<file path="config.mk">
export PLATFORM = sky130hd
export DESIGN_NAME = ibex_bloom_unit
export DESIGN_NICKNAME = d
export VERILOG_FILES = /design/src/rtl/ibex_bloom_pkg.sv /design/src/rtl/ibex_bloom_hash.sv /design/src/rtl/ibex_bloom_unit.sv
export SDC_FILE = /design/constraint.sdc
export NUM_CORES = 2
export LEC_CHECK = 0
export ABC_AREA = 1
export CAP_MARGIN = 20
export CORE_MARGIN = 1.5
export CORE_UTILIZATION = 64
export DETAILED_ROUTE_END_ITERATION = 10
export PLACE_DENSITY = 0.91
export SYNTH_ARGS = -nofsm -noshare
export SYNTH_HDL_FRONTEND = slang
export SYNTH_SLANG_ARGS = --single-unit
</file>
<file path="constraint.sdc">
create_clock -name clk_i -period 11.2 [get_ports clk_i]
set_input_delay 1.12 -clock clk_i [delete_from_list [all_inputs] [get_ports clk_i]]
set_output_delay 1.12 -clock clk_i [all_outputs]
set_load 0.03 [all_outputs]
</file>
<file path="src/rtl/ibex_bloom_pkg.sv">
// Shared types and hash seeds for the Bloom-filter coprocessor.
// The hash uses a multiplicative scheme: key times an odd seed, keeping the top bits.
package ibex_bloom_pkg;

    typedef enum logic [1:0] {
        BLOOM_INSERT = 2'b00,
        BLOOM_CHECK  = 2'b01,
        BLOOM_CLEAR  = 2'b10,
        BLOOM_RSVD   = 2'b11
    } bloom_op_e;

    typedef enum logic [1:0] {
        ST_IDLE,
        ST_HASH,
        ST_CLEAR,
        ST_RESP
    } bloom_state_e;

    localparam int unsigned MaxHashes = 8;

    localparam logic [31:0] BLOOM_SEED [MaxHashes] = '{
        32'h9E3779B1, 32'h85EBCA77, 32'hC2B2AE3D, 32'h27D4EB2F,
        32'h165667B1, 32'hD3A2646D, 32'hFD7046C5, 32'hB55A4F09
    };

endpackage

</file>
<file path="src/rtl/ibex_bloom_hash.sv">
// Combinational multiplicative hash: one instance is shared by all hash functions,
// with sel_i choosing the seed for the current hash step.
module ibex_bloom_hash
    import ibex_bloom_pkg::*;
#(
    parameter int unsigned NumBits = 1024
) (
    input  logic [31:0]                key_i,
    input  logic [2:0]                 sel_i,
    output logic [$clog2(NumBits)-1:0] idx_o
);

    localparam int unsigned IdxW = $clog2(NumBits);

    logic [31:0] prod;

    // Only the low 32 bits of the product are kept; the index is their top IdxW bits.
    assign prod  = key_i * BLOOM_SEED[sel_i];
    assign idx_o = prod[31 -: IdxW];

endmodule

</file>
<file path="src/rtl/ibex_bloom_unit.sv">
// Multi-cycle Bloom-filter coprocessor on the EX-stage custom-instruction interface.
// It hashes one index per cycle to INSERT or CHECK, and zeroes one chunk per cycle to CLEAR.
module ibex_bloom_unit
    import ibex_bloom_pkg::*;
#(
    parameter int unsigned NumBits           = 1024,
    parameter int unsigned NumHashes         = 3,
    parameter int unsigned ClearBitsPerCycle = 64
) (
    input  logic        clk_i,
    input  logic        rst_ni,
    input  logic        req_valid_i,
    output logic        req_ready_o,
    input  logic [1:0]  req_op_i,
    input  logic [31:0] req_key_i,
    input  logic [31:0] req_salt_i,
    output logic        rsp_valid_o,
    input  logic        rsp_ready_i,
    output logic [31:0] rsp_result_o,
    output logic        rsp_err_o,
    output logic        busy_o,
    output logic [15:0] insert_count_o
);

    localparam int unsigned IdxW      = $clog2(NumBits);
    localparam int unsigned NumChunks = NumBits / ClearBitsPerCycle;
    localparam int unsigned MaxCnt    = (NumChunks > NumHashes) ? NumChunks : NumHashes;
    localparam int unsigned CntW      = ($clog2(MaxCnt) < 3) ? 3 : $clog2(MaxCnt);

    bloom_state_e         state_q, state_d;
    bloom_op_e            op_q, op_d;
    logic [31:0]          key_q, key_d;
    logic [CntW-1:0]      cnt_q, cnt_d;
    logic                 hit_q, hit_d;
    logic                 err_q, err_d;
    logic [NumBits-1:0]   bits_q, bits_d;
    logic [15:0]          ins_cnt_q, ins_cnt_d;

    logic                 accept;
    logic                 last_hash;
    logic                 last_chunk;
    logic [IdxW-1:0]      idx;
    bloom_op_e            req_op;

    assign req_op     = bloom_op_e'(req_op_i);
    assign accept     = req_valid_i && (state_q == ST_IDLE);
    assign last_hash  = (cnt_q == CntW'(NumHashes - 1));
    assign last_chunk = (cnt_q == CntW'(NumChunks - 1));

    ibex_bloom_hash #(
        .NumBits (NumBits)
    ) u_hash (
        .key_i (key_q),
        .sel_i (cnt_q[2:0]),
        .idx_o (idx)
    );

    always_ff @(posedge clk_i or negedge rst_ni) begin
        if (!rst_ni) begin
            state_q <= ST_IDLE;
        end else begin
            // NOTE: non-blocking assignments keep every flop sampling pre-edge values.
            state_q <= state_d;
        end
    end

    always_comb begin
        // NOTE: default first, so no path through the case leaves state_d unassigned (no latch).
        state_d = state_q;
        unique case (state_q)
            ST_IDLE: begin
                if (accept) begin
                    unique case (req_op)
                        BLOOM_INSERT, BLOOM_CHECK: state_d = ST_HASH;
                        BLOOM_CLEAR:               state_d = ST_CLEAR;
                        default:                   state_d = ST_RESP;
                    endcase
                end
            end
            ST_HASH:  if (last_hash)   state_d = ST_RESP;
            ST_CLEAR: if (last_chunk)  state_d = ST_RESP;
            ST_RESP:  if (rsp_ready_i) state_d = ST_IDLE;
            default:                   state_d = ST_IDLE;
        endcase
    end

    always_comb begin
        req_ready_o    = (state_q == ST_IDLE);
        busy_o         = (state_q != ST_IDLE);
        rsp_valid_o    = (state_q == ST_RESP);
        rsp_result_o   = {31'b0, hit_q & rsp_valid_o};
        rsp_err_o      = err_q & rsp_valid_o;
        insert_count_o = ins_cnt_q;
    end

    always_comb begin
        op_d      = op_q;
        key_d     = key_q;
        cnt_d     = cnt_q;
        hit_d     = hit_q;
        err_d     = err_q;
        bits_d    = bits_q;
        ins_cnt_d = ins_cnt_q;

        if (accept) begin
            op_d  = req_op;
            key_d = req_key_i ^ req_salt_i;
            cnt_d = '0;
            hit_d = (req_op == BLOOM_INSERT) || (req_op == BLOOM_CHECK);
            err_d = (req_op == BLOOM_RSVD);
        end

        if (state_q == ST_HASH) begin
            // The read sees bits_q, so this hash's own set is not visible until the next step.
            hit_d = hit_q & bits_q[idx];
            if (op_q == BLOOM_INSERT) begin
                bits_d[idx] = 1'b1;
            end
            cnt_d = last_hash ? '0 : cnt_q + 1'b1;
            if (last_hash && (op_q == BLOOM_INSERT) && (ins_cnt_q != 16'hFFFF)) begin
                ins_cnt_d = ins_cnt_q + 16'd1;
            end
        end

        if (state_q == ST_CLEAR) begin
            bits_d[int'(cnt_q) * ClearBitsPerCycle +: ClearBitsPerCycle] = '0;
            cnt_d = last_chunk ? '0 : cnt_q + 1'b1;
            if (last_chunk) begin
                hit_d     = 1'b0;
                ins_cnt_d = '0;
            end
        end
    end

    always_ff @(posedge clk_i or negedge rst_ni) begin
        if (!rst_ni) begin
            op_q      <= BLOOM_INSERT;
            key_q     <= '0;
            cnt_q     <= '0;
            hit_q     <= 1'b0;
            err_q     <= 1'b0;
            // NOTE: the filter array is reset because a reset must leave no trace of earlier keys.
            bits_q    <= '0;
            ins_cnt_q <= '0;
        end else begin
            op_q      <= op_d;
            key_q     <= key_d;
            cnt_q     <= cnt_d;
            hit_q     <= hit_d;
            err_q     <= err_d;
            bits_q    <= bits_d;
            ins_cnt_q <= ins_cnt_d;
        end
    end

endmodule

</file>
==> flow_metrics.py <==
metrics = {
    "worst_setup_path": {
        "cpMostUsedCell": "fa_1",
        "cp-end-kind": "register",
        "path_delay_family": "adder cells",
        "cp.arrival_ns": 11.57,
        "crit_path_start_kind": "register",
        "path_buf_inv": 8,
        "path_max_fanout": 74,
        "worst_ep_required_time_ns": 11.85,
        "worstSetupPathType": "register to register",
        "slowest_delay_ns": 0.69,
        "slowest_stage": "nor2_4",
    },
    "placed_design": {
        "port_buffers": 90,
        "dp_hpwl_mm": 145,
        "gp_congestion": 1.03,
        "post-place-ws_ns": 0.507,
        "placed_area_um2": 73100,
    },
    "final_layout": {
        "nNetsFinal": 9927,
        "drive_gt1_share_pct": 5.75,
        "final_cell_area_um2": 77000,
        "syn2layout_area_growth_pct": 8.98,
        "fill_cells": 8018,
        "finish.utilization_pct": 70.5,
    },
    "clock_tree": {
        "cts_tree": "done",
        "cts_hold_buf": 0,
        "worst_skew_pair.late_latency_ns": 0.75,
        "cts_root_buf": "clkbuf_16",
        "cts-buffers-inserted": 109,
        "clock_sink_count": 1082,
        "clk_pin_slew_worst_paths_ns": 0.06,
        "clock_path_buffers": 3,
        "htreeDepth": 3,
    },
    "detailed_routing": {
        "num_vias": 65900,
        "drt-vias-per-instance": 6.05,
        "ant_nets": 0,
        "wirelength_mm": 230,
        "routedWlPerCell_um": 21.1,
        "drtIter0Drc": 9428,
        "drc": 0,
        "first_pass_iters": 9,
    },
    "timing": {
        "slew_violations": 0,
        "finClkSkew_ns": 0.0453,
        "rsz0062_at_grt": "false",
        "slew-limit-headroom_pct": 19.9,
        "fin_ws_ns": 0.287,
        "hold_viol_final": 0,
        "setup_violations": 0,
        "worst_slew_pin_slew_ns": 1.20,
        "finalSetupTns_ns": 0,
        "fmax_mhz": 91.6,
        "period_share_pct": 97.4,
        "min_period_ns": 10.91,
    },
    "yosys": {
        "netlist_area_um2": 70600,
        "async_flop_share_pct": 100,
        "yosysSeqAreaShare_pct": 38.3,
        "ys_ff_latch": 1082,
        "yosys_warnings": 0,
        "synth_cells": 9515,
        "yosysUniqueCellTypes": 50,
        "synth_enable_flop_cells": 0,
        "syn_avg_cell_area_um2": 7.42,
        "synth_flop_cell": "dfrtp_1",
    },
    "floorplan": {
        "coreArea_um2": 109000,
        "chipWidth_um": 335,
        "floorplan.initialDensity_pct": 64.7,
        "ios": 122,
        "num_rows": 121,
        "die_h_um": 335,
        "dieArea_um2": 112000,
    },
    "hold_path": {
        "worstHoldPathType": "input pin to async pin",
    },
    "grt": {
        "grt_pass1_vias": 66000,
        "grt_max_degree": 183,
        "grt_pass1_wl_mm": 360,
        "overflow": 0,
        "antenna_found_initial": 5,
        "grt_usage_pct": 41.1,
    },
    "job": {
        "cap_violations": 0,
    },
    "outcome": {
        "status": "finished clean",
    },
}
==> placed cells by master (no fill, tap or decap), types with 5 or more instances in the layout <==
master           Yosys  layout
nand3_1            620     620
clkbuf_1           271      30
inv_1             1333    1333
diode_2              0       5
nor2_1             731     683
nand3_2              5       5
clkdlybuf4s50_1      0      89
nand2_2             18      17
nand2_4              5       6
nand4_1              8       8
ha_1               137     136
xor2_1              19      19
o21ai_0            263     263
buf_12               0      65
clkbuf_8             0      31
xnor2_1             42      42
dfrtp_1           1082    1082
conb_1               1      31
nand2_1           2984    2982
nor2_4              16      76
clkbuf_16            0     109
clkinv_2             0      12
o21ai_1             21      21
nor2_2              20       8
nor3_1              12      12
o21bai_1             5       5
fa_1               407     407
bufinv_16            0       6
nand3b_1             5       5
inv_2               20      19
buf_4               77     152
a21oi_1           1064    1064
clkinv_1             9       9
==> sequential cells by signal, summed over array words and instances, names as in the netlist <==
signal and cells:
bits_q 1024, cnt_q 4, err_q 1, hit_q 1, insert_count_o 16, key_q 32
op_q 2, state_q 2
==> worst register-to-register path, delay by kind of cell, from the launching register on <==
| kind | cells | cell delay (ns) |
|---|---|---|
| compound gates | 3 | 0.72 |
| fa+ha+maj | 10 | 4.87 |
| flops | 1 | 0.60 |
| simple gates | 12 | 3.50 |
| buf+inv | 8 | 1.17 |
==> final timing paths <==
kind                            start  cells past startpoint  slack [ns]          end
setup / recovery             cnt_q[1]                     33        0.29  bits_q[972]
hold / removal                 rst_ni                      1        0.44     key_q[9]
setup reg to reg             cnt_q[1]                     33        0.29  bits_q[972]
hold reg to reg            bits_q[33]                      2        0.49   bits_q[33]
max in group asynchronous      rst_ni                      3        8.15  bits_q[119]
min in group clk_i         bits_q[33]                      2        0.49   bits_q[33]
==> cell usage after synthesis (all sizes together) (5+ instances only) <==
library cell / n / area, um^2
nor3: 13 / 70.1
nor2: 771 / 3130
inv: 1355 / 5090
dfrtp: 1082 / 27100
nand3b: 5 / 37.5
o21ai: 284 / 1420
a21oi: 1067 / 5360
nor4: 5 / 31.3
fa: 407 / 8150
nand4: 8 / 50.1
ha: 137 / 1710
xnor2: 42 / 368
nand3: 625 / 3150
nand2: 3007 / 11400
xor2: 21 / 199
buf: 381 / 2190
clkbuf: 271 / 1020
clkinv: 9 / 33.8
o21bai: 5 / 37.5
==> through the flow <==
stage / hold slack [ns] / std cells
floorplan: 0.450 / 9545
global placement: 0.467 / 10700
detailed placement: 0.467 / 10700
CTS: 0.463 / 10900
global route: 0.492 / 10900
finish: 0.443 / 10900
==> kinds of logic after synthesis <==
group,count (synthesis),share of synthesized area [%]
AOI/OAI and AO/OA,1368,9.78
xor gates and xnor gates,63,0.802
adders and majority gates,544,14.0
buffers and inverters,2016,11.8
DFF,1082,38.3
muxes,1,0.0142
other,1,0.00531
and+or+nand+nor,4440,25.3
==> timing repair <==
action / in CTS / in global routing
endpoints found under the setup margin: 0 / 11
resized for setup: 0 / 1
hold endpoints to repair: 0 / 0
buffers inserted: 0 / 6
==> layer usage <==
layer	wire length (um)	GRT usage (%)	part of all wire [%]
met1	77700	50.8	34
met2	101000	62.8	44
met3	30800	11.1	13
met4	19800	29.0	8.6
met5	13	0	0.0057
==> layout make-up <==
class | count | area, um^2 | share of cell area (%)
Timing Repair Buffer | 309 | 3400 | 4.42
Inverter | 1364 | 5130 | 6.67
Sequential cell | 1082 | 27100 | 35.2
Antenna cell | 5 | 12.5 | 0.0163
Clock buffer | 170 | 3270 | 4.24
Multi-Input combinational cell | 6447 | 35800 | 46.5
Tap cell | 1476 | 1850 | 2.40
Clock inverter | 30 | 439 | 0.570
Power is not shown: default switching activity piles up to over one toggle a cycle in this logic, so the estimate is an artifact.
